`config.mk`:
```
export PLATFORM = sky130hd
export DESIGN_NAME = mem_access_unit
export DESIGN_NICKNAME = d
export VERILOG_FILES = /design/src/rtl/lsu_pkg.sv /design/src/rtl/lsu_align.sv /design/src/rtl/mem_access_unit.sv
export SDC_FILE = /design/constraint.sdc
export NUM_CORES = 1
export LEC_CHECK = 0
export CAP_MARGIN = 20
export CORE_MARGIN = 2
export CORE_UTILIZATION = 50
export CTS_CLUSTER_SIZE = 16
export DETAILED_ROUTE_END_ITERATION = 12
export PLACE_DENSITY = 0.84
export SYNTH_ARGS = -nofsm -noshare
export SYNTH_HDL_FRONTEND = slang
export SYNTH_SLANG_ARGS = --single-unit
```
`constraint.sdc`:
```
create_clock -name clk -period 3.6 [get_ports clk]
set_input_delay 0.9 -clock clk [delete_from_list [all_inputs] [get_ports clk]]
set_output_delay 0.9 -clock clk [all_outputs]
set_load 0.1 [all_outputs]
```
`src/rtl/lsu_pkg.sv`:
```
// rtl/lsu_pkg.sv - shared funct3 codes, state encoding and memory geometry for the load/store unit
package lsu_pkg;

  localparam int DMEM_ADDR_W = 5;

  localparam logic [2:0] F3_LB  = 3'b000;
  localparam logic [2:0] F3_LH  = 3'b001;
  localparam logic [2:0] F3_LW  = 3'b010;
  localparam logic [2:0] F3_LBU = 3'b100;
  localparam logic [2:0] F3_LHU = 3'b101;

  typedef enum logic [1:0] {
    ST_IDLE  = 2'd0,
    ST_READ  = 2'd1,
    ST_CAPT  = 2'd2,
    ST_WRITE = 2'd3
  } lsu_state_t;

  function automatic logic f3_illegal(input logic [2:0] f3);
    return (f3 == 3'b011) || (f3 == 3'b110) || (f3 == 3'b111);
  endfunction

endpackage

```
`src/rtl/lsu_align.sv`:
```
// rtl/lsu_align.sv - byte-lane extract/extend for loads, lane merge for stores, alignment check
module lsu_align
  import lsu_pkg::*;
#(
  parameter int XLEN = 32
) (
  input  logic [2:0]      funct3,
  input  logic [1:0]      offset,
  input  logic [XLEN-1:0] rdata,
  input  logic [XLEN-1:0] wdata,
  output logic [XLEN-1:0] load_data,
  output logic [XLEN-1:0] store_data,
  output logic            err
);

  logic [4:0]      shamt;
  logic [XLEN-1:0] shifted;
  logic [XLEN-1:0] size_mask;
  logic [XLEN-1:0] lane_mask;
  logic            is_unsigned;

  always_comb begin
    shamt       = {offset, 3'b000};
    shifted     = rdata >> shamt;
    is_unsigned = funct3[2];
    size_mask   = '1;
    load_data   = rdata;

    // funct3[1:0] is the access size for both loads and stores
    case (funct3[1:0])
      2'b00: begin
        size_mask = XLEN'(8'hFF);
        load_data = {{(XLEN-8){shifted[7] & ~is_unsigned}}, shifted[7:0]};
      end
      2'b01: begin
        size_mask = XLEN'(16'hFFFF);
        load_data = {{(XLEN-16){shifted[15] & ~is_unsigned}}, shifted[15:0]};
      end
      default: begin
        size_mask = '1;
        load_data = rdata;
      end
    endcase

    lane_mask  = size_mask << shamt;
    store_data = (rdata & ~lane_mask) | ((wdata << shamt) & lane_mask);

    err = f3_illegal(funct3)
        | ((funct3[1:0] == 2'b01) & offset[0])
        | ((funct3[1:0] == 2'b10) & (|offset));
  end

endmodule

```
`src/rtl/mem_access_unit.sv`:
```
// rtl/mem_access_unit.sv - MEM-stage load/store FSM driving a word-only, registered-read data memory
module mem_access_unit
  import lsu_pkg::*;
#(
  parameter int ADDR_W = DMEM_ADDR_W,
  parameter int XLEN   = 32
) (
  input  logic              clk,
  input  logic              rst_n,
  input  logic              req_valid,
  output logic              req_ready,
  input  logic              req_we,
  input  logic [2:0]        req_funct3,
  input  logic [XLEN-1:0]   req_addr,
  input  logic [XLEN-1:0]   req_wdata,
  output logic              rsp_valid,
  output logic [XLEN-1:0]   rsp_rdata,
  output logic              rsp_err,
  output logic              mem_rw_enable,
  output logic [ADDR_W-1:0] mem_address,
  output logic [XLEN-1:0]   mem_wr_data,
  input  logic [XLEN-1:0]   mem_re_data
);

  lsu_state_t state_q, state_d;

  logic              we_q;
  logic [2:0]        funct3_q;
  logic [ADDR_W+1:0] addr_q;
  logic [XLEN-1:0]   wdata_q;
  logic [XLEN-1:0]   merge_q;

  logic              latch_en, merge_en;
  logic              rsp_valid_d, rsp_err_d;
  logic [XLEN-1:0]   rsp_rdata_d;

  logic [2:0]        al_funct3;
  logic [1:0]        al_offset;
  logic [XLEN-1:0]   al_load, al_store;
  logic              al_err;

  // upper address bits alias onto the 32-word memory
  logic unused_addr_hi;
  assign unused_addr_hi = ^req_addr[XLEN-1:ADDR_W+2];

  // in IDLE the checker looks at the live request, afterwards at the latched one
  assign al_funct3 = (state_q == ST_IDLE) ? req_funct3    : funct3_q;
  assign al_offset = (state_q == ST_IDLE) ? req_addr[1:0] : addr_q[1:0];

  lsu_align #(.XLEN(XLEN)) u_align (
    .funct3     (al_funct3),
    .offset     (al_offset),
    .rdata      (mem_re_data),
    .wdata      (wdata_q),
    .load_data  (al_load),
    .store_data (al_store),
    .err        (al_err)
  );

  always_ff @(posedge clk) begin
    if (!rst_n) state_q <= ST_IDLE;
    else        state_q <= state_d;
  end

  always_comb begin
    state_d       = state_q;
    req_ready     = 1'b0;
    latch_en      = 1'b0;
    merge_en      = 1'b0;
    rsp_valid_d   = 1'b0;
    rsp_err_d     = 1'b0;
    rsp_rdata_d   = '0;
    mem_rw_enable = 1'b0;
    mem_address   = '0;
    mem_wr_data   = '0;

    case (state_q)
      ST_IDLE: begin
        req_ready = 1'b1;
        if (req_valid) begin
          latch_en = 1'b1;
          if (al_err) begin
            rsp_valid_d = 1'b1;
            rsp_err_d   = 1'b1;
          end else if (req_we && (req_funct3 == F3_LW)) begin
            state_d = ST_WRITE;
          end else begin
            state_d = ST_READ;
          end
        end
      end
      ST_READ: begin
        mem_address = addr_q[ADDR_W+1:2];
        state_d     = ST_CAPT;
      end
      ST_CAPT: begin
        if (we_q) begin
          merge_en = 1'b1;
          state_d  = ST_WRITE;
        end else begin
          rsp_valid_d = 1'b1;
          rsp_rdata_d = al_load;
          state_d     = ST_IDLE;
        end
      end
      ST_WRITE: begin
        mem_rw_enable = 1'b1;
        mem_address   = addr_q[ADDR_W+1:2];
        mem_wr_data   = (funct3_q == F3_LW) ? wdata_q : merge_q;
        rsp_valid_d   = 1'b1;
        state_d       = ST_IDLE;
      end
      default: state_d = ST_IDLE;
    endcase
  end

  always_ff @(posedge clk) begin
    if (!rst_n) begin
      we_q      <= 1'b0;
      funct3_q  <= '0;
      addr_q    <= '0;
      wdata_q   <= '0;
      merge_q   <= '0;
      rsp_valid <= 1'b0;
      rsp_err   <= 1'b0;
      rsp_rdata <= '0;
    end else begin
      if (latch_en) begin
        we_q     <= req_we;
        funct3_q <= req_funct3;
        addr_q   <= req_addr[ADDR_W+1:0];
        wdata_q  <= req_wdata;
      end
      if (merge_en) merge_q <= al_store;
      rsp_valid <= rsp_valid_d;
      rsp_err   <= rsp_err_d;
      rsp_rdata <= rsp_rdata_d;
    end
  end

endmodule

```
### Yosys cells after proc, flatten, opt, wreduce, memory -nomap -nowiden

Index checks and enable logic that the tools add are counted.

| word-level totals | value |
|---|---|
| flip-flop bits (word level) | 111 |
| input port bits | 103 |
| logic and storage cells | 69 |

| operators by class | value |
|---|---|
| shift operators | 3 |
| eq/ne operators | 12 |
| reduce and logical (&&, ||, !) cells | 10 |
| muxes and demuxes | 22 |
| bitwise gates (word level) | 13 |

Operator list:

| operator | count |
|---|---|
| $pmux 32 s2 | 2 |
| $and 32x32->32 | 2 |
| $mux 32 | 2 |
| $shl 32x5->32 | 2 |
| $not 32->32 | 1 |
| $or 32x32->32 | 1 |
| $shr 32x5->16 | 1 |
| $mux 2 | 5 |
| $eq 3x2->1 const B | 3 |
| $mux 1 | 9 |
| $pmux 2 s4 | 1 |
| $eq 2x2->1 const B | 3 |
| $eq 3x3->1 const B | 2 |
| $mux 5 | 1 |
| $and 1x1->1 | 4 |
| $eq 2x1->1 const B | 2 |
| $logic_not 2->1 | 2 |
| $ne 2x2->1 const B | 2 |
| $reduce_and 2->1 | 2 |
| $reduce_or 2->1 | 2 |
| $mux 3 | 1 |
| $not 1->1 | 3 |
| $pmux 1 s3 | 1 |
| $reduce_or 3->1 | 1 |
| other kinds (3) | 5 |

### Depth between registers and ports, before layout

| depth | value |
|---|---|
| depth in word-level cells | 10 |
| depth in mapped cells | 10 |
| gate-level depth less buffers | 7 |

### Hierarchy

Synthesis repeated with hierarchy kept, for this count alone.

| unflattened totals | value |
|---|---|
| cell total of the unflattened synthesis | 749 |
| area total of the unflattened synthesis | 6144.6 um^2 |

By module, submodules not included:

| module | times used | cells an instance | sequential area each (um^2) | area an instance (um^2) |
|---|---|---|---|---|
| mem_access_unit | 1 | 535 | 2222.1 | 4249.1 |
| lsu_align | 1 | 214 | 0.0 | 1895.6 |

### Worst setup path after synthesis

Ideal clock, no wire load.

| timing | value |
|---|---|
| path kind | register to output |
| start point | reg funct3_q[0] |
| end point | out mem_wr_data[10] |
| arrival | 2.580 ns |
| path slack | 0.120 ns |
| path buffers | 2 |
| data required time | 2.700 ns |
| cell stages (with the launch flop) | 7 |
| path through | dfxtp_1 > nor2_1 > and2_1 > clkbuf_1 > clkbuf_1 > nand2_1 > a21oi_1 |

| between the ends | value |
|---|---|
| longest elaborated chain between the ends | 3 |

Ends and longest elaborated chain:

| what | line | source |
|---|---|---|
| start, declared | mem_access_unit.sv:28 | `logic [2:0] funct3_q;` |
| start signal, assigned | mem_access_unit.sv:130 | `funct3_q <= req_funct3;` |
| $eq 3x2->1 | mem_access_unit.sv:109 | `mem_wr_data = (funct3_q == F3_LW) ? wdata_q : merge_q;` |
| $mux 32 | mem_access_unit.sv:109 |  |
| $mux 32 | mem_access_unit.sv:77 | `case (state_q)` |
| end, declared | mem_access_unit.sv:21 | `output logic [XLEN-1:0] mem_wr_data,` |

Every way passes these cells.

### Final worst setup path

| timing | value |
|---|---|
| start point | reg funct3_q[0] |
| end point | out mem_wr_data[18] |

Same word-level chain as after synthesis.

==> summary.txt <==
Global route
  • Global-route wire length before repair: 28900 um
  • Global router's overall resource usage: 31.5%
  • Largest net degree at the start of global routing: 56
  • Vias in the first global route: 5421
  • Initial antenna violation count: 0
  • Grt total ovfl: 0

Route
  • # DRC: 0
  • Drt via density: 5.87
  • Drt first pass iters: 7
  • Drt initial violations: 428
  • DR WL/cell: 18.4 um
  • Via count: 5826
  • ANT nets after route: 0
  • Total Wirelength: 18300 um

Synth
  • Seq/Total Area, Yosys: 40.4%
  • Post-Syn Instances: 716
  • #FFs+latches synth: 111
  • Synth Net Count: 819
  • Syn_area_per_cell: 7.69 um2
  • Synth cell types: 53
  • Synth warn: 0
  • Synthesized cell area: 5500 um2

Floorplan
  • Core area: 10800 um2
  • DIE AREA: 11900 um2
  • Initial Utilization: 51.0%
  • Die Height: 109 um
  • FP Rows: 38
  • I/O pin total: 176
  • Chip Width: 109 um

Pwr
  • Max VDD drop: 0.297 mV
  • Leakage: 3.03 nW
  • PD cells: 393 nW/um2

STA
  • Fmax achieved: 321 MHz
  • RSZ-0062 raised after global routing: false
  • Worst Skew: 15.2 ps
  • Final TNS setup: 0 ps
  • Fin crit share: 86.5%
  • Least-Margin Pin Slew: 966 ps
  • Final min period: 3110 ps
  • Final setup fails: 0
  • Setup slack after layout: 488 ps
  • Final Hold Fails: 0
  • Max-Slew Margin vs Limit: 35.4%
  • Final Max Tran Viols: 0

Clock tree
  • Max H-tree Level: 3
  • CTS tree: yes
  • CTS Sinks: 111
  • Post-CTS setup repair buffer count: 0
  • Clk Latency, worst-skew pair: 390 ps
  • CTS resizes: 0
  • # hold bufs at CTS: 0
  • CTS root buf: clkbuf_8
  • Clock-pin transition on the worst setup and hold timing paths: 110 ps
  • Clock Path Buffers: 2
  • CTS buffer count: 9

Placement
  • Worst slack at placement: 415 ps
  • Post-DP HPWL: 13700 um
  • IO buf count: 150
  • Gpl congestion: 0.959

Cells and area
  • Area delta synth->final: 36.3%
  • Final #Nets: 950
  • N_diodes: 0
  • Filler cells: 849
  • Layout cells sized above 1: 14.4%
  • Register area: 2220 um2
  • Area of the multi-input gates: 3010 um2

Critical path
  • Bufs and invs on worst path: 2
  • Crit path max-delay cell type: dfxtp_1
  • CP most frequent cell: nand2_1
  • Critical path endpoint category: primary output
  • CP arrival: 2210 ps
  • Worst path top cell family by delay: simple AND/OR/NAND/NOR gates
  • Crit path kind: flop to primary output
  • Crit-path cells: nor2_1 -> nand2_1 -> buf_4 -> nand2_1 -> a21oi_1 -> buf_12
  • Largest stage delay on the critical path: 440 ps
  • Critical Path RT: 2700 ps
  • Crit start category: flop
  • CP Max Fanout: 13

Run status
  • Outcome: completed

Flow run
  • Max cap viols: 0

Min path
  • Worst min path class: flop to flop
[final cells by class]
| type | count | share of cell area [%] |
|---|---|---|
| Multi-Input combinational cell | 550 | 40.1 |
| Inverter | 6 | 0.334 |
| Clock buffer | 9 | 1.65 |
| Clock inverter | 7 | 0.968 |
| Tap cell | 140 | 2.34 |
| Timing Repair Buffer | 169 | 25.0 |
| Sequential cell | 111 | 29.6 |
[registers in the layout, summed over array words and instances, names as in the netlist]
| name | flops |
|---|---|
| wdata_q | 32 |
| funct3_q | 3 |
| state_q | 2 |
| addr_q | 7 |
| rsp_valid | 1 |
| rsp_rdata | 32 |
| rsp_err | 1 |
| merge_q | 32 |
| we_q | 1 |
[synth_stat cells, drive strengths merged]
master   instances  area share [%]
a2111oi          7             1.1
a211o            1            0.16
a211oi           9             1.2
a21o            25             3.5
a21oi          121              11
a221o            7             1.3
a221oi           1            0.16
a2bb2oi          1            0.27
a31oi            3            0.73
and2             8            0.91
and2b            1            0.14
and3             8            0.91
and3b            1            0.16
and4bb           1            0.23
buf             11             2.1
clkbuf          38             2.6
dfxtp          111              40
inv              6            0.45
mux2i           32             5.9
nand2          199              14
nand2b           2            0.23
nand3            5            0.45
nor2            43             3.1
nor2b            2            0.23
nor3             5            0.45
nor3b            5            0.86
nor4             1            0.11
o211ai           1            0.14
o21a             5            0.82
o21ai           30             3.0
o221ai           8             1.3
o22a             2            0.32
o22ai            9             1.0
o31a             1            0.16
o31ai            2            0.27
o41a             1            0.20
or2              1            0.16
or3              1            0.11
or4b             1            0.25
[report_power, final]
group | internal, mW | total, mW | switching [mW]
logic | 0.292 | 0.831 | 0.539
registers | 1.29 | 1.37 | 0.0745
clock network | 0.274 | 0.752 | 0.478
total | 1.86 | 2.95 | 1.09
[path summary, 6_finish.rpt]
kind                     end        start  slack, ps  cells after the start
max          mem_wr_data[18]  funct3_q[0]        490                      6
min                addr_q[6]    addr_q[6]        460                      2
max reg2reg      merge_q[28]   state_q[0]        860                      8
min reg2reg        addr_q[6]    addr_q[6]        460                      2
[per-layer routing]
layer / wire length [um] / vias to the layer above / part of all wire, % / track usage [%]
met4: 607 / 0 / 3.3 / 14.6
met5: 0 / - / 0 / 0
met1: 7760 / 2705 / 42 / 43.4
li1: - / 2759 / - / -
met2: 8390 / 315 / 46 / 48.4
met3: 1530 / 47 / 8.4 / 4.78
[cells in the final DEF, fill, tap and decap left out, types with 4 or more instances in the layout]
cell,n
o21a_1,4
o21ai_0,28
a21o_2,5
dfxtp_1,111
a21oi_1,120
mux2i_1,31
inv_1,5
a211oi_1,9
buf_12,32
clkbuf_8,9
o22ai_1,9
buf_4,55
a21o_1,20
nor2_1,42
a221o_1,7
nand3_1,5
and3_1,8
clkdlybuf4s50_1,82
nand2_1,199
and2_1,8
a2111oi_0,7
o221ai_1,8
nor3_1,5
[stage by stage]
step | cells | instance area, um2 | power (mW) | utilization [%] | hold slack [ps]
5_1_grt | 992 | 7500 | 3.08 | 69.5 | 483
6_report | 992 | 7500 | 2.95 | 69.5 | 461
3_5_place_dp | 976 | 7300 | 2.21 | 67.7 | 444
2_1_floorplan | 716 | 5500 | 1.94 | - | 425
3_3_place_gp | 976 | 7300 | 2.19 | 67.7 | 438
4_1_cts | 992 | 7500 | 2.94 | 69.5 | 461
[tightest hold or removal path, delay by kind of cell (launching register included)]
| kind | cells | cell delay (ps) |
|---|---|---|
| and+or+nand+nor | 1 | 50 |
| DFF | 1 | 320 |
| AOI/OAI and AO/OA | 1 | 50 |
[cell families (layout without fill, tap and decap cells)]
kind of cell           Yosys count  after routing  share of synthesized area (%)
AOI/OAI and AO/OA              234            234                           26.7
muxes                           32             32                           5.89
and+or+nand+nor                284            284                           21.8
DFF                            111            111                           40.4
buffers and inverters           55            191                           5.16
Power figures use the tool's default switching activity.
